--- src/rtl/f1_light_sequencer.sv ---
// Start-lights control FSM: fills the lamp bar, hands ms ticks to the random-delay
// counter while holding, then times the player's reaction or flags a false start.
module f1_light_sequencer #(
    parameter int NUM_LIGHTS = 10,
    parameter int STEP_TICKS = 500,
    parameter int REACT_W    = 14
) (
    input  logic                  clk,
    input  logic                  rst_n,
    input  logic                  tick,
    input  logic                  start,
    input  logic                  stop,
    input  logic                  time_out,
    output logic                  en_lfsr,
    output logic                  trigger,
    output logic [NUM_LIGHTS-1:0] ledr,
    output logic [REACT_W-1:0]    react_ms,
    output logic                  react_valid,
    output logic                  false_start,
    output logic [2:0]            o_state
);

    localparam int STEP_W = (STEP_TICKS > 1) ? $clog2(STEP_TICKS) : 1;
    localparam logic [STEP_W-1:0]     STEP_LAST = STEP_W'(STEP_TICKS - 1);
    localparam logic [NUM_LIGHTS-1:0] ALL_ON    = {NUM_LIGHTS{1'b1}};
    localparam logic [REACT_W-1:0]    REACT_MAX = {REACT_W{1'b1}};

    typedef enum logic [2:0] {
        S_IDLE  = 3'd0,
        S_FILL  = 3'd1,
        S_HOLD  = 3'd2,
        S_REACT = 3'd3,
        S_DONE  = 3'd4,
        S_FAULT = 3'd5
    } state_t;

    state_t                r_state, w_state_nxt;
    logic                  r_guard, w_guard_nxt;
    logic [STEP_W-1:0]     r_step, w_step_nxt;
    logic [REACT_W-1:0]    r_react_cnt, w_react_cnt_nxt;
    logic [NUM_LIGHTS-1:0] r_ledr, w_ledr_nxt;
    logic [REACT_W-1:0]    r_react_ms, w_react_ms_nxt;
    logic                  r_react_valid, w_react_valid_nxt;
    logic                  r_false_start, w_false_start_nxt;
    logic                  r_start_q, r_stop_q;
    logic                  w_start_edge, w_stop_edge;

    assign w_start_edge = start & ~r_start_q;
    assign w_stop_edge  = stop & ~r_stop_q;

    always_comb begin
        w_state_nxt       = r_state;
        w_step_nxt        = r_step;
        w_react_cnt_nxt   = r_react_cnt;
        w_ledr_nxt        = r_ledr;
        w_react_ms_nxt    = r_react_ms;
        w_react_valid_nxt = r_react_valid;
        w_false_start_nxt = r_false_start;
        case (r_state)
            S_IDLE, S_DONE, S_FAULT: begin
                if (w_start_edge) begin
                    w_state_nxt       = S_FILL;
                    w_step_nxt        = '0;
                    w_ledr_nxt        = '0;
                    w_react_valid_nxt = 1'b0;
                    w_false_start_nxt = 1'b0;
                end
            end
            S_FILL: begin
                if (w_stop_edge) begin
                    w_state_nxt       = S_FAULT;
                    w_false_start_nxt = 1'b1;
                    w_react_valid_nxt = 1'b0;
                    w_ledr_nxt        = ALL_ON;
                end else if (tick) begin
                    if (r_step == STEP_LAST) begin
                        w_step_nxt = '0;
                        w_ledr_nxt = {r_ledr[NUM_LIGHTS-2:0], 1'b1};
                        // The lamp being shifted in now is the last one
                        if (&r_ledr[NUM_LIGHTS-2:0]) w_state_nxt = S_HOLD;
                    end else begin
                        w_step_nxt = r_step + STEP_W'(1);
                    end
                end
            end
            S_HOLD: begin
                // Stop takes priority over a coincident time_out
                if (w_stop_edge) begin
                    w_state_nxt       = S_FAULT;
                    w_false_start_nxt = 1'b1;
                    w_react_valid_nxt = 1'b0;
                    w_ledr_nxt        = ALL_ON;
                end else if (time_out) begin
                    w_state_nxt     = S_REACT;
                    w_ledr_nxt      = '0;
                    w_react_cnt_nxt = '0;
                end
            end
            S_REACT: begin
                if (tick && (r_react_cnt != REACT_MAX)) w_react_cnt_nxt = r_react_cnt + REACT_W'(1);
                if (w_stop_edge) begin
                    w_state_nxt       = S_DONE;
                    w_react_ms_nxt    = r_react_cnt;
                    w_react_valid_nxt = 1'b1;
                end
            end
            default: w_state_nxt = S_IDLE;
        endcase
    end

    // Guard is high only on the first HOLD cycle so the delay counter can load N
    assign w_guard_nxt = (w_state_nxt == S_HOLD) && (r_state != S_HOLD);

    always_ff @(posedge clk or negedge rst_n) begin
        if (!rst_n) begin
            r_state       <= S_IDLE;
            r_guard       <= 1'b0;
            r_step        <= '0;
            r_react_cnt   <= '0;
            r_ledr        <= '0;
            r_react_ms    <= '0;
            r_react_valid <= 1'b0;
            r_false_start <= 1'b0;
            r_start_q     <= 1'b1;
            r_stop_q      <= 1'b1;
        end else begin
            r_state       <= w_state_nxt;
            r_guard       <= w_guard_nxt;
            r_step        <= w_step_nxt;
            r_react_cnt   <= w_react_cnt_nxt;
            r_ledr        <= w_ledr_nxt;
            r_react_ms    <= w_react_ms_nxt;
            r_react_valid <= w_react_valid_nxt;
            r_false_start <= w_false_start_nxt;
            r_start_q     <= start;
            r_stop_q      <= stop;
        end
    end

    assign en_lfsr     = (r_state != S_HOLD);
    assign trigger     = tick & (r_state == S_HOLD) & ~r_guard;
    assign ledr        = r_ledr;
    assign react_ms    = r_react_ms;
    assign react_valid = r_react_valid;
    assign false_start = r_false_start;
    assign o_state     = r_state;

endmodule

--- config.mk ---
export PLATFORM = sky130hd
export DESIGN_NAME = f1_light_sequencer
export DESIGN_NICKNAME = d
export VERILOG_FILES = /design/src/rtl/f1_light_sequencer.sv
export SDC_FILE = /design/constraint.sdc
export NUM_CORES = 1
export LEC_CHECK = 0
export CORE_MARGIN = 8
export CORE_UTILIZATION = 50
export DETAILED_ROUTE_END_ITERATION = 10
export PLACE_DENSITY = 0.79
export SYNTH_ARGS = -nofsm -noshare
export SYNTH_HDL_FRONTEND = slang
export SYNTH_SLANG_ARGS = --single-unit
export TNS_END_PERCENT = 50
--- constraint.sdc ---
create_clock -name clk -period 2.55 [get_ports clk]
set_input_delay 0.255 -clock clk [delete_from_list [all_inputs] [get_ports clk]]
set_output_delay 0.255 -clock clk [all_outputs]
set_load 0.01 [all_outputs]
==> results.yml <==
routing:
  drtPass1Iterations: 4
  vias: 2114
  ant_nets: 0
  drc: 0
  drt-wirelength-per-cell_um: 14.7
  avgViaCountPerCell: 5.58
  wl_mm: 5.56
  drt_iter0_markers: 122
finish:
  drive_gt1_share_pct: 12.3
  stdcell_count: 379
  layout.cells.most_common: "dfrtp_1"
  antenna_cells: 0
  fillers: 457
  final_cell_mix: "dfrtp_1 (53), nor2_1 (45), clkdlybuf4s50_1 (35)"
  syn_to_final_growth_pct: 21.8
  design.final.nets: 316
sta:
  finalCriticalPeriod_ns: 2.30
  rsz0062_at_grt: "no"
  fin_crit_sh_pct: 90.3
  setup_viol: 0
  whs_ns: 0.0639
  worstMarginPinSlew_ns: 0.659
  fmax_ghz: 0.434
  finClkSkew_ns: 0.00995
  worst_slew_margin_rel_pct: 56.0
  drv_slew: 0
  finalHoldViolations: 0
  finalSetupTns_ns: 0
synth:
  synth_edf_count: 0
  ys_seq_area_share_pct: 52.1
  syn_area_um2: 2650
  synth-async-reset-ratio_pct: 100
  synth.distinct_cells: 46
  synth_ff_type: "dfrtp_1"
  synthCells: 265
  syn_avg_cell_area_um2: 9.99
  synth-seq-cells: 55
  yosysWarnings: 0
  synth_fp_nets: 273
placed_design:
  gp_congestion: 0.832
  dp_hpwl_mm: 4.09
  portBuffers: 36
  dp.cells: 371
clock_tree:
  cts_hold_buf: 0
  path_clk_slew_ns: 0.09
  cts.sink_count: 55
  post-cts-setup-buffer-count: 0
  ctsRootBufferMaster: "clkbuf_8"
  clkLatencyLatePin_ns: 0.30
  cts_tree: "yes"
  ctsResizeCount: 0
  cts_buffers: 5
  cts-htree-levels: 2
  cts_buffer_depth: 2
outcome:
  outcome: "finished clean"
setup_path:
  critPathMaxStageDelay_ns: 0.57
  required_ns: 2.30
  critical_path_class: "register to output port"
  cp_max_fo: 11
  path_buf_inv: 2
  cp.arrival_ns: 2.05
  critPathTopFamily: "buffers and inverters"
  path_cells: "nor3b_1 > inv_1 > nor3_1 > clkdlybuf4s50_1"
  end_kind: "output port"
  cp-start-kind: "register"
  cp_slowest_cell: "clkdlybuf4s50_1"
die:
  start_util_pct: 51.8
  rows: 26
  dieArea_um2: 7880
  die_w_um: 88.8
  core-area_um2: 5110
  io-pin-count: 37
  die_y_um: 88.8
pwr:
  powerDensity_nw_per_um2: 720
  power.leakage_uw: 0.00141
  vdd_ir_drop_max_mv: 0.733
global_route:
  grt_pass1_vias: 1997
  grt_use_total_pct: 15.0
  grt_max_degree: 56
  antenna_found_initial: 0
  grt.overflow.total: 0
  grt_pass1_wl_mm: 9.42
min_path:
  hp-class: "input port to async pin"
run:
  drv_cap: 0
## power by group
| part | total (µW) | switching (µW) | internal [µW] | leakage, µW |
|---|---|---|---|---|
| clock network | 560 | 266 | 294 | 0.0000524 |
| logic | 624 | 315 | 309 | 0.000644 |
| registers | 1130 | 144 | 991 | 0.000716 |
## worst register-to-register path, stage by stage (launching register included)
cell and delay, ns:
dfrtp_1 0.41, ha_1 0.27, nand2b_4 0.07, or4_4 0.53, or4_4 0.57, nor4_2 0.15, o211ai_1 0.13
## cells by family after synthesis
logic type                 count (synthesis)  synth area share, %
DFF                                       55                 52.1
adders and majority gates                  2                0.945
muxes                                     17                 7.14
and+or+nand+nor                          124                 24.0
buffers and inverters                     13                 1.94
AOI/OAI and AO/OA                         45                 10.9
xor gates and xnor gates                   9                 2.98
## cell type report
class	instances	area, µm²	share of cell area [%]
Tap cell	70	87.6	2.72
Clock buffer	7	76.3	2.37
Clock inverter	1	30.0	0.932
Timing Repair Buffer	44	415	12.9
Multi-Input combinational cell	197	1220	37.7
Sequential cell	55	1380	42.8
Inverter	5	18.8	0.582
## synthesized netlist by cell type (all sizes together) (3+ instances only)
| cell type | instances | area (µm²) |
|---|---|---|
| o21ai | 15 | 75.1 |
| clkbuf | 6 | 22.5 |
| xor2 | 4 | 35.0 |
| a21oi | 10 | 50.1 |
| nand4 | 8 | 50.1 |
| inv | 5 | 18.8 |
| nand3 | 11 | 55.1 |
| a211oi | 3 | 22.5 |
| nand2b | 4 | 32.5 |
| nor3 | 6 | 30.0 |
| nand2 | 20 | 75.1 |
| nor2 | 45 | 169 |
| dfrtp | 53 | 1330 |
| and3 | 4 | 25.0 |
| xnor2 | 5 | 43.8 |
| mux2 | 15 | 169 |
| nor4 | 10 | 68.8 |
| nor2b | 4 | 25.0 |
| o211ai | 3 | 22.5 |
## registers in the layout, indices dropped and copies added (netlist names)
signal / flops
ledr: 10
react_ms: 14
r_stop_q: 1
react_valid: 1
r_guard: 1
r_react_cnt: 14
o_state: 3
r_step: 9
r_start_q: 1
false_start: 1
## stage by stage
stage                     util [%]  total power (µW)  instance area (µm²)  setup WS [ns]
after floorplan                  -              1450                 2650          0.404
after global placement        61.0              1750                 3120          0.205
after detailed placement      61.0              1780                 3120          0.141
final                         63.1              2320                 3220          0.247
after global routing          63.1              2440                 3220         0.0173
after CTS                     63.1              2340                 3220          0.212
## per-layer routing
layer	share of wire, %	global-route usage [%]	vias up
met5	0	0	-
met4	0.92	3.38	0
met3	4.1	3.71	6
met2	50	24.5	36
met1	45	19.3	1033
li1	-	-	1039
## path summary, 6_finish.rpt
check | depth (start not counted) | startpoint | endpoint | slack [ns]
worst max-delay path | 4 | o_state[0]$_DFF_PN0_ | trigger | 0.25
worst min-delay path | 2 | rst_n | ledr[5]$_DFFE_PN0P_ | 0.06
worst max register to register | 6 | r_step[0]$_DFFE_PN0P_ | o_state[0]$_DFF_PN0_ | 0.27
worst min register to register | 1 | react_valid$_DFFE_PN0P_ | react_valid$_DFFE_PN0P_ | 0.50
max in group asynchronous | 2 | rst_n | r_react_cnt[0]$_DFFE_PN0P_ | 2.04
min in group clk | 1 | stop | r_stop_q$_DFF_PN1_ | 0.41
Power figures use the tool's default switching activity.
